**config.mk**
```make
export PLATFORM = sky130hd
export DESIGN_NAME = frame_sequencer
export DESIGN_NICKNAME = d
export VERILOG_FILES = /design/src/rtl/frame_sequencer.sv
export SDC_FILE = /design/constraint.sdc
export NUM_CORES = 1
export LEC_CHECK = 0
export BUFFER_PORTS_ARGS = -buffer_cell sky130_fd_sc_hd__clkbuf_2
export CAP_MARGIN = 40
export CORE_ASPECT_RATIO = 0.5
export CORE_MARGIN = 2
export CORE_UTILIZATION = 40
export DETAILED_ROUTE_END_ITERATION = 10
export PLACE_DENSITY = 0.65
export SLEW_MARGIN = 20
export SYNTH_ARGS = -nofsm -noshare
export SYNTH_HDL_FRONTEND = slang
export SYNTH_SLANG_ARGS = --single-unit
```
**constraint.sdc**
```tcl
create_clock -name CLK -period 5.25 [get_ports CLK]
set_clock_uncertainty 0.05 [all_clocks]
set_input_delay 0.2625 -clock CLK [delete_from_list [all_inputs] [get_ports CLK]]
set_output_delay 0.2625 -clock CLK [all_outputs]
set_load 0.03 [all_outputs]
```
**src/rtl/frame_sequencer.sv**
```systemverilog
`default_nettype none
// ============================================================================
//  Module   : frame_sequencer
//  Purpose  : Alternates exposure windows with full-frame readouts and
//             handshakes with the readout engine, with a readout watchdog.
//  Revision : 1.0 - initial release
// ============================================================================
module frame_sequencer #(
    parameter int SYNC_STAGES = 2,
    parameter int CNT_W       = 16
) (
    input  logic             CLK,
    input  logic             rst,
    input  logic             start,
    input  logic             stop,
    input  logic             continuous,
    input  logic [CNT_W-1:0] num_frames,
    input  logic [31:0]      t_exp,
    input  logic [31:0]      t_gap,
    input  logic [31:0]      t_timeout,
    input  logic             re_busy,
    output logic             ro_trigger,
    output logic             expose,
    output logic             seq_busy,
    output logic             frame_done,
    output logic [CNT_W-1:0] frame_cnt,
    output logic             timeout_err
);

    typedef enum logic [2:0] {
        ST_IDLE    = 3'd0,
        ST_EXPOSE  = 3'd1,
        ST_RO_REQ  = 3'd2,
        ST_RO_WAIT = 3'd3,
        ST_GAP     = 3'd4
    } state_t;

    state_t                 state_q, state_d;
    logic [SYNC_STAGES-1:0] sync_q, sync_d;
    logic [31:0]            tmr_q, tmr_d;
    logic [31:0]            len_q, len_d;
    logic [CNT_W-1:0]       cnt_q, cnt_d;
    logic [CNT_W-1:0]       num_q, num_d;
    logic                   stop_q, stop_d;
    logic                   terr_q, terr_d;

    logic                   rb_s;
    logic                   tmr_last;
    logic                   wd_expire;
    logic [31:0]            exp_len;
    logic [31:0]            tmr_inc;
    logic [CNT_W-1:0]       cnt_inc;

    assign rb_s      = sync_q[SYNC_STAGES-1];
    assign exp_len   = (t_exp == 32'd0) ? 32'd1 : t_exp;
    // Widened compares so a target of all-ones can never wrap the timer.
    assign tmr_last  = ({1'b0, tmr_q} + 33'd1) >= {1'b0, len_q};
    assign wd_expire = (t_timeout != 32'd0) &&
                       (({1'b0, tmr_q} + 33'd1) >= {1'b0, t_timeout});
    assign tmr_inc   = (tmr_q == '1) ? tmr_q : tmr_q + 32'd1;
    assign cnt_inc   = (cnt_q == '1) ? cnt_q : cnt_q + CNT_W'(1);

    always_comb begin
        state_d    = state_q;
        sync_d     = {sync_q[SYNC_STAGES-2:0], re_busy};
        tmr_d      = tmr_q;
        len_d      = len_q;
        cnt_d      = cnt_q;
        num_d      = num_q;
        stop_d     = stop_q;
        terr_d     = terr_q;
        frame_done = 1'b0;

        case (state_q)
            ST_IDLE: begin
                if (start && (continuous || (num_frames != '0))) begin
                    state_d = ST_EXPOSE;
                    tmr_d   = '0;
                    len_d   = exp_len;
                    cnt_d   = '0;
                    num_d   = num_frames;
                    stop_d  = 1'b0;
                    terr_d  = 1'b0;
                end
            end
            ST_EXPOSE: begin
                if (stop) begin
                    state_d = ST_IDLE;
                end else if (tmr_last) begin
                    state_d = ST_RO_REQ;
                    tmr_d   = '0;
                end else begin
                    tmr_d = tmr_inc;
                end
            end
            ST_RO_REQ: begin
                if (stop) stop_d = 1'b1;
                // A handshake seen in the expiry cycle still counts.
                if (rb_s) begin
                    state_d = ST_RO_WAIT;
                    tmr_d   = '0;
                end else if (wd_expire) begin
                    state_d = ST_IDLE;
                    terr_d  = 1'b1;
                end else begin
                    tmr_d = tmr_inc;
                end
            end
            ST_RO_WAIT: begin
                if (stop) stop_d = 1'b1;
                if (!rb_s) begin
                    frame_done = 1'b1;
                    cnt_d      = cnt_inc;
                    tmr_d      = '0;
                    if (stop || stop_q || (!continuous && (cnt_inc == num_q))) begin
                        state_d = ST_IDLE;
                    end else if (t_gap != 32'd0) begin
                        state_d = ST_GAP;
                        len_d   = t_gap;
                    end else begin
                        state_d = ST_EXPOSE;
                        len_d   = exp_len;
                    end
                end else if (wd_expire) begin
                    state_d = ST_IDLE;
                    terr_d  = 1'b1;
                end else begin
                    tmr_d = tmr_inc;
                end
            end
            ST_GAP: begin
                if (stop) begin
                    state_d = ST_IDLE;
                end else if (tmr_last) begin
                    state_d = ST_EXPOSE;
                    tmr_d   = '0;
                    len_d   = exp_len;
                end else begin
                    tmr_d = tmr_inc;
                end
            end
            default: state_d = ST_IDLE;
        endcase
    end

    always_ff @(posedge CLK or posedge rst) begin
        if (rst) begin
            state_q <= ST_IDLE;
            sync_q  <= '0;
            tmr_q   <= '0;
            len_q   <= '0;
            cnt_q   <= '0;
            num_q   <= '0;
            stop_q  <= 1'b0;
            terr_q  <= 1'b0;
        end else begin
            state_q <= state_d;
            sync_q  <= sync_d;
            tmr_q   <= tmr_d;
            len_q   <= len_d;
            cnt_q   <= cnt_d;
            num_q   <= num_d;
            stop_q  <= stop_d;
            terr_q  <= terr_d;
        end
    end

    // Gates decode straight from the state flop so reset clears them at once.
    assign expose      = (state_q == ST_EXPOSE);
    assign ro_trigger  = (state_q == ST_RO_REQ);
    assign seq_busy    = (state_q != ST_IDLE);
    assign frame_cnt   = cnt_q;
    assign timeout_err = terr_q;

endmodule
`default_nettype wire

```
==> flow_summary_export.csv, run 1 <==
group,metric,value,unit
logic_synthesis,yosysSeqAreaShare,31.01,%
route,drc,0,
pwr,seq_power_share,40.9,%
setup_path,cp.arrival,5.08,ns
timing,min_period_over_period,92.92,%
timing,clock.fmax,205.0,MHz
logic_synthesis,synth.area.top_cells,"dfrtp_1, ha_1, mux2i_1",
timing,rsz0062_at_grt,"no",
setup_path,crit_path_end_kind,"flop",
logic_synthesis,synth_top_family_by_area,"simple AND/OR/NAND/NOR gates",
route,wl_per_cell,17.64,microns
timing,slew_headroom,48.41,%
place,dpl-instance-area,0.009255,sq mm
place,numPortBuffers,138,
route,wl,24260,microns
timing,final.min_clock_period,4.878,ns
pwr,powerDensity,247.3,mW/mm^2
die,ios,139,
global_routing,gr-total-overflow,0,
pwr,power,0.002384,W
logic_synthesis,synthTopCellsByCount,"dfrtp_1, nand2_1, inv_1",
route,first_pass_iters,5,
logic_synthesis,synth_top_area_cell,"dfrtp_1",
pwr,switchingPower,0.0007505,W
route,vias,7842,
clocking,htreeDepth,3,
final_layout,area_delta_synth_final,15.95,%
final_layout,n_antenna_cell,0,
timing,tightest_slew,0.7658,ns
setup_path,crit_type,"flop to flop",
pwr,clockPowerShare,33.6,%
pwr,p_comb_share,25.4,%
setup_path,r2r_slack,0.37,ns
logic_synthesis,yosys.area_share.simple,22.08,%
timing,fin_tns_setup,0,ns
logic_synthesis,synthCells,976,
logic_synthesis,synth.distinct_cells,67,
timing,maxSlewViolCount,0,
clocking,cts_tree,"yes",
pwr,ir_drop,0.1804,mV
logic_synthesis,synth.most_common_cell,"dfrtp_1",
timing,finalSetupViolCount,0,
logic_synthesis,synth-adder-area-share,10.05,%
route,vias_per_cell,5.703,
clocking,cts_buffer_depth,2,
global_routing,grt_max_degree,58,
die,rows,37,
die,die_x,207.9,microns
worst_hold_path,min_path_cells,3,
clocking,cts-root-buf,"clkbuf_16",
timing,hold_violations,0,
clocking,numCtsBuffers,9,
logic_synthesis,synthDominantCellAreaShare,31.01,%
outcome,outcome,"finished, final reports clean",
logic_synthesis,synthesis.area,0.008313,sq mm
final_layout,final_nets,1281,
logic_synthesis,synth_edf_count,0,
logic_synthesis,async_flop_share,100.0,%
global_routing,antenna_found_initial,0,
setup_path,crit_required,5.45,ns
pwr,p_int,0.001633,W
logic_synthesis,synth_area_per_cell,8.517,sq um
clocking,cts-resized-gates,0,
die,initial_core_util,40.63,%
die,die-area,0.02202,sq mm
setup_path,rr_worst_depth,17,
clocking,clk_pin_slew,0.07,ns
logic_synthesis,ys.flop_type,"dfrtp_1",
setup_path,crit_fanout,7,
setup_path,start_kind,"flop",
die,die_h,105.9,microns
logic_synthesis,muxShareOfSynthArea,10.13,%
clocking,clock_latency,0.36,ns
pwr,p_leak,4.740,nW
global_routing,track_usage,22.71,%
logic_synthesis,synth_compound_area_share,15.85,%
global_routing,grt_pass1_vias,7713,
global_routing,grt_pass1_wl,40060,microns
die,core,0.02046,sq mm
logic_synthesis,ys_ff_latch,103,
clocking,cts.sinks,103,
final_layout,design_area,0.009639,sq mm
place,place.gp.congestion,0.9285,
final_layout,drive_above_1_share,18.42,%
logic_synthesis,synthesis.nets,1160,
route,ant_nets,0,
run,maxCapViolCount,0,
pwr,p_sw_share,31.48,%
route,drtIter0Drc,545,
logic_synthesis,ys.warnings.count,0,
place,dp_hpwl,19080,microns
logic_synthesis,synth-xor-area-share,4.741,%
worst_hold_path,hold_class,"primary input to flop",
sequential cells by signal, summed over array words and instances (netlist names):
register / cells
frame_cnt: 16
len_q: 32
num_q: 16
state_q: 3
stop_q: 1
sync_q: 2
timeout_err: 1
tmr_q: 32
metal layers:
layer	track usage, %	share of wire, %	vias up	wire length (microns)
li1	-	-	3798	-
met1	31.31	47	3780	11500
met2	36.83	45	232	10990
met3	4.195	5.5	32	1327
met4	5.978	1.8	0	440
met5	0	0	-	0
worst paths after layout:
path	from	to
worst max-delay path	tmr_q[0]	tmr_q[9]
worst min-delay path	num_frames[10]	num_q[10]
worst max register to register	tmr_q[0]	tmr_q[9]
worst min register to register	sync_q[0]	sync_q[1]
max in group asynchronous	rst	len_q[13]
min in group asynchronous	rst	frame_cnt[8]
repair_timing:
item / CTS / global route
buffers inserted: 0 / 0
endpoints found under the hold margin: 1 / 22
hold buffers: 1 / 1
kinds of logic after synthesis:
family                     count (synthesis)
xor gates and xnor gates                  45
AOI/OAI and AO/OA                        209
DFF                                      103
adders and majority gates                 67
and+or+nand+nor                          346
buffers and inverters                    124
muxes                                     82
layout by cell type (no fill, tap or decap), types with 4 or more instances in the layout:
master and instances:
clkbuf_2 138, dfrtp_1 103, nand2_1 94, inv_1 77, nor2_1 68, ha_1 66, mux2i_1 65, o21ai_0 58
a21oi_1 58, nand4_1 38, nor4_1 35, xnor2_1 27, nand3_1 27, xor2_1 18, mux2_2 16, buf_4 13
nand2b_1 12, a31oi_1 12, a21o_1 12, nor3_1 10, and3_1 9, a211oi_1 9, o31ai_1 9, clkbuf_16 9
nor2b_1 7, or3_1 7, and4_1 7, a22o_1 6, a311oi_1 5, o211ai_1 4, nand3b_1 4, and2_1 4
o21a_1 4, nor4b_1 4, a221o_1 4, o21bai_1 4
through the flow:
stage / utilization (%) / setup WS [ns] / hold slack, ns / cells
global route: 47.11 / 0.01952 / 0.08911 / 1375
CTS: 46.96 / 0.4110 / 0.002286 / 1373
floorplan: - / 0.9562 / 0.2439 / 976
finish: 47.11 / 0.3715 / 0.07357 / 1375
global placement: 45.16 / 0.6790 / 0.2877 / 1354
detailed placement: 45.23 / 0.5033 / 0.2904 / 1356
power groups by stage:
stage | Combinational [W] | Clock [W] | Sequential [W]
6_report | 0.000606 | 0.000801 | 0.000976
5_1_grt | 0.000684 | 0.000848 | 0.000993
4_1_cts | 0.000607 | 0.000816 | 0.000976
3_5_place_dp | 0.000602 | 0 | 0.000991
3_3_place_gp | 0.000578 | 0 | 0.000989
2_1_floorplan | 0.000422 | 0 | 0.000968
layout make-up:
| type | instances | area, sq um |
|---|---|---|
| Clock inverter | 6 | 115.1 |
| Clock buffer | 10 | 229.0 |
| Tap cell | 273 | 341.6 |
| Sequential cell | 103 | 2577 |
| Multi-Input combinational cell | 749 | 5238 |
| Timing Repair Buffer | 156 | 843.3 |
| Inverter | 78 | 295.3 |
| Fill cell | 2019 | 10820 |
critical path, cell delays in order (launching register included):
cell and delay [ns]:
dfrtp_1 0.48, ha_1 0.29, nand4_1 0.19, nor2_1 0.21, nand2_1 0.08, or3_1 0.40, o21ai_0 0.26, nand2_1 0.16
ha_1 0.32, nand4_1 0.17, nor4_1 0.39, a21boi_0 0.30, o41ai_1 0.11, buf_4 0.17, a22oi_1 0.43, nor2_1 0.21
buf_4 0.21, a221o_1 0.31
Power figures use the tool's default switching activity.
==> run 2: changes to the inputs <==
- CELL_PAD_IN_SITES_DETAIL_PLACEMENT: not set -> 0
- CELL_PAD_IN_SITES_GLOBAL_PLACEMENT: not set -> 1
- PLACE_DENSITY: 0.65 -> not set
- PLACE_DENSITY_LB_ADDON: not set -> 0.1
==> flow_summary_export.csv, run 2 (synthesis gave the netlist of run 1 again) <==
group,metric,value,unit
pwr,powerDensity,242.4,mW/mm^2
global_routing,track_usage,24.23,%
clocking,cts_setup_buffers,0,
timing,hold_violations,0,
worst_hold_path,hold_class,"primary input to flop",
route,vias_per_cell,5.578,
die,initial_core_util,40.63,%
route,drtIter0Drc,516,
die,ios,139,
timing,slew_headroom,45.01,%
global_routing,antenna_found_initial,0,
final_layout,layout_common_cells,"clkbuf_2, dfrtp_1, nand2_1",
clocking,cts_tree,"yes",
final_layout,reg_top3,"len_q (32), tmr_q (32)",
pwr,clockPowerShare,31.8,%
setup_path,cp_slowest_stage_delay,0.54,ns
pwr,p_leak,4.759,nW
timing,clock.fmax,207.2,MHz
place,dpl-instance-area,0.009328,sq mm
final_layout,mostFrequentLayoutCell,"clkbuf_2",
die,die_x,207.9,microns
route,drc,0,
setup_path,crit_chain,"and3_1 > nand3_1 > nor2_1 > buf_4 > nand4_1 > o21ai_0 > nand2_1 > ha_1 > nand3_1 > or4_1 > o21a_1 > nor4b_1 > buf_4 > a22oi_1 > nor2_1 > buf_4 > a221o_1",
clocking,htreeDepth,3,
final_layout,final_util,47.24,%
timing,final.min_clock_period,4.825,ns
timing,fin_tns_setup,0,ns
route,wl_per_cell,18.48,microns
clocking,clock_latency,0.38,ns
setup_path,crit_path_end_kind,"flop",
setup_path,crit_top_cell,"buf_4",
global_routing,grt_pass1_wl,41630,microns
timing,tightest_slew,0.8173,ns
final_layout,final_nets,1286,
timing,setup_ws,0.4248,ns
timing,finalSetupViolCount,0,
place,numPortBuffers,138,
final_layout,area_delta_synth_final,16.27,%
run,maxCapViolCount,0,
setup_path,cp_slowest_cell,"or4_1",
final_layout,drive_above_1_share,18.88,%
route,vias,7697,
pwr,p_int,0.001587,W
timing,rsz0062_at_grt,"no",
place,dp_hpwl,20470,microns
die,die-area,0.02202,sq mm
final_layout,design_area,0.009666,sq mm
die,die_h,105.9,microns
timing,maxSlewViolCount,0,
global_routing,gr-total-overflow,0,
route,wl,25500,microns
global_routing,grt_pass1_vias,7676,
die,rows,37,
pwr,ir_drop,0.1370,mV
clocking,cts.sinks,103,
pwr,switchingPower,0.0007565,W
setup_path,cp.arrival,5.04,ns
final_layout,n_antenna_cell,0,
global_routing,grt_max_degree,49,
outcome,outcome,"finished, final reports clean",
setup_path,start_kind,"flop",
place,post-place-ws,0.4658,ns
setup_path,crit_required,5.46,ns
setup_path,cpLargestDelayFamily,"simple AND/OR/NAND/NOR gates",
pwr,seq_power_share,41.6,%
route,first_pass_iters,4,
timing,min_period_over_period,91.91,%
clocking,cts-root-buf,"clkbuf_16",
final_layout,fillCellCount,2017,
clocking,numCtsBuffers,9,
setup_path,crit_fanout,7,
pwr,p_sw_share,32.29,%
clocking,clk_pin_slew,0.07,ns
setup_path,crit_buf_inv,3,
pwr,p_comb_share,26.6,%
place,place.gp.congestion,0.8768,
die,core,0.02046,sq mm
route,ant_nets,0,
clocking,cts_buffer_depth,2,
setup_path,crit_type,"flop to flop",
run 2: stage by stage:
stage	total power (W)	std cells	hold slack, ns
final	0.002343	1380	0.05257
after global routing	0.002493	1380	0.06955
after CTS	0.002376	1380	0.03481
after detailed placement	0.001614	1362	0.1848
after global placement	0.001587	1359	0.2949
after floorplan	0.001390	976	0.2439
run 2: path summary, 6_finish.rpt:
kind	from	end	slack, ns	cells past startpoint
setup / recovery	tmr_q[0]	tmr_q[5]	0.42	17
hold / removal	num_frames[10]	num_q[10]	0.05	3
setup reg to reg	tmr_q[0]	tmr_q[5]	0.42	17
hold reg to reg	sync_q[0]	sync_q[1]	0.31	0
max in group asynchronous	rst	frame_cnt[14]	4.02	4
min in group asynchronous	rst	num_q[13]	0.34	3
run 2: final cells by class:
cell class              count  area, sq um  share of cell area (%)
clock buffers              11        232.7                   2.408
clock inverters             5        82.58                  0.8544
inverters                  78        295.3                   3.055
multi-input cells         749         5240                   54.21
flip-flops and latches    103         2577                   26.67
well taps                 273        341.6                   3.534
repair buffers            161        895.9                   9.269
run 2: layer usage:
layer | vias to the layer above | part of all wire, % | wire length, microns | GRT usage [%]
met2 | 153 | 47 | 11890 | 40.03
met4 | 0 | 1.0 | 259 | 5.471
met5 | - | 0 | 0 | 0
met1 | 3708 | 48 | 12330 | 33.12
met3 | 19 | 4.0 | 1013 | 4.549
li1 | 3817 | - | - | -
run 2: power groups by stage:
stage | combinational (W) | clock, W | sequential, W
floorplan | 0.000422 | 0 | 0.000968
global placement | 0.000597 | 0 | 0.000990
detailed placement | 0.000622 | 0 | 0.000991
CTS | 0.000628 | 0.000772 | 0.000975
global route | 0.000699 | 0.000802 | 0.000993
finish | 0.000623 | 0.000745 | 0.000976
run 2: repair_timing:
item / CTS / global route
endpoints found under the hold margin: 19 / 0
hold buffers: 2 / 0
endpoints found under the setup margin: 0 / 1
gates resized for setup: 0 / 1
run 2: tightest hold or removal path: cells and delay by family:
family / cells / cell delay (ns)
buf+inv: 1 / 0.08
compound gates: 1 / 0.06
simple gates: 1 / 0.04
==> run 3: changes to the inputs <==
- CORE_UTILIZATION: 40 -> 43
==> flow_summary_export.csv, run 3 (synthesis gave the netlist of run 1 again) <==
group,metric,value,unit
outcome,outcome,"finished, final reports clean",
die,die-area,0.02053,sq mm
clocking,cts_tree,"yes",
final_layout,layout_common_cells,"clkbuf_2, dfrtp_1, nand2_1",
global_routing,antenna_found_initial,0,
place,numPortBuffers,138,
pwr,ir_drop,0.1393,mV
global_routing,grtUsageMet1,34.94,%
pwr,powerDensity,241.8,mW/mm^2
clocking,cts_buffer_depth,2,
setup_path,crit_fanout,11,
worst_hold_path,hold_class,"primary input to flop",
clocking,htreeDepth,3,
global_routing,grt_pass1_wl,40820,microns
timing,setup_ws,0.4390,ns
die,rows,35,
place,dp_hpwl,19950,microns
die,die_x,200.6,microns
clocking,cts_setup_buffers,0,
route,drtIter0Drc,466,
global_routing,track_usage,25.59,%
final_layout,n_antenna_cell,0,
die,initial_core_util,44.56,%
setup_path,cp_slowest_cell,"a22oi_1",
clocking,cts_hold_repair.buffers,1,
timing,fin_tns_setup,0,ns
route,wl,25100,microns
route,vias_per_cell,5.692,
die,die_h,102.3,microns
final_layout,drive_above_1_share,19.12,%
final_layout,mostFrequentLayoutCell,"clkbuf_2",
setup_path,start_kind,"flop",
timing,clock.fmax,207.9,MHz
timing,tightest_slew,0.7838,ns
timing,maxSlewViolCount,0,
die,ios,139,
setup_path,crit_required,5.45,ns
timing,rsz0062_at_grt,"no",
global_routing,use_met3,4.496,%
global_routing,gr-total-overflow,0,
clocking,clk_pin_slew,0.08,ns
route,wl_per_cell,18.35,microns
setup_path,crit_buf_inv,2,
setup_path,cpLargestDelayFamily,"simple AND/OR/NAND/NOR gates",
route,vias,7786,
final_layout,multi_input_area,0.005238,sq mm
final_layout,regArea,0.002577,sq mm
clocking,numCtsBuffers,9,
route,first_pass_iters,5,
setup_path,crit_type,"flop to flop",
timing,finalSetupViolCount,0,
place,post-place-ws,0.5067,ns
die,core,0.01866,sq mm
global_routing,top_usage_layer,"met2",
clocking,clock_latency,0.37,ns
global_routing,grt_max_degree,63,
run,maxCapViolCount,0,
final_layout,fillCellCount,1808,
clocking,cts.sinks,103,
route,ant_nets,0,
route,drc,0,
clocking,cts-root-buf,"clkbuf_16",
clocking,cts-resized-gates,0,
final_layout,final_nets,1288,
timing,slew_headroom,47.26,%
global_routing,use_met2,42.44,%
timing,min_period_over_period,91.64,%
setup_path,crit_path_end_kind,"flop",
pwr,p_leak,4.771,nW
setup_path,cp.arrival,5.01,ns
global_routing,grt_pass1_vias,7531,
place,dpl-instance-area,0.009299,sq mm
final_layout,design_area,0.009664,sq mm
timing,final.min_clock_period,4.811,ns
final_layout,area_delta_synth_final,16.26,%
timing,hold_violations,0,
setup_path,crit_chain,"and3_1 > nand3_1 > nor2_1 > buf_4 > nand4_1 > o21ai_0 > nand2_1 > ha_1 > nand3_1 > or4_1 > o21a_1 > nor4b_1 > a22oi_1 > nor2_1 > buf_4 > a221o_1",
setup_path,cp_slowest_stage_delay,0.67,ns
final_layout,reg_top3,"len_q (32), tmr_q (32)",
place,place.gp.congestion,0.8895,
==> run 3: metrics by stage <==
| step | hold slack (ns) | util [%] | cells | power [W] |
|---|---|---|---|---|
| floorplan | 0.2439 | - | 976 | 0.001390 |
| global placement | 0.3226 | 49.68 | 1346 | 0.001583 |
| detailed placement | 0.3222 | 49.85 | 1349 | 0.001606 |
| CTS | 0.01385 | 51.60 | 1366 | 0.002355 |
| global route | 0.09253 | 51.80 | 1368 | 0.002482 |
| finish | 0.09578 | 51.80 | 1368 | 0.002337 |
==> run 3: layout make-up <==
type,count,share of cell area [%]
multi-input cells,749,54.19
flip-flops and latches,103,26.67
repair buffers,163,9.438
well taps,259,3.353
inverters,78,3.055
clock buffers,12,2.758
clock inverters,4,0.5308
==> run 3: report_power, final <==
part / switching (W) / internal, W
Clock: 0.000329 / 0.000410
Sequential: 0.0000762 / 0.000902
Combinational: 0.000354 / 0.000265
Total: 0.000759 / 0.00158
==> run 3: path summary, 6_finish.rpt <==
check | from | to | slack [ns] | cells past startpoint
max | tmr_q[0] | tmr_q[4] | 0.44 | 16
min | num_frames[8] | num_q[8] | 0.1 | 2
max reg2reg | tmr_q[0] | tmr_q[4] | 0.44 | 16
min reg2reg | sync_q[0] | sync_q[1] | 0.36 | 0
max in group asynchronous | rst | tmr_q[16] | 3.66 | 5
min in group asynchronous | rst | num_q[0] | 0.33 | 3
==> run 3: routing by layer <==
metal	share of wire, %	vias up	wire [microns]
li1	-	3799	-
met1	48	3781	12130
met2	46	181	11490
met3	4.3	25	1082
met4	1.6	0	397
met5	0	-	0
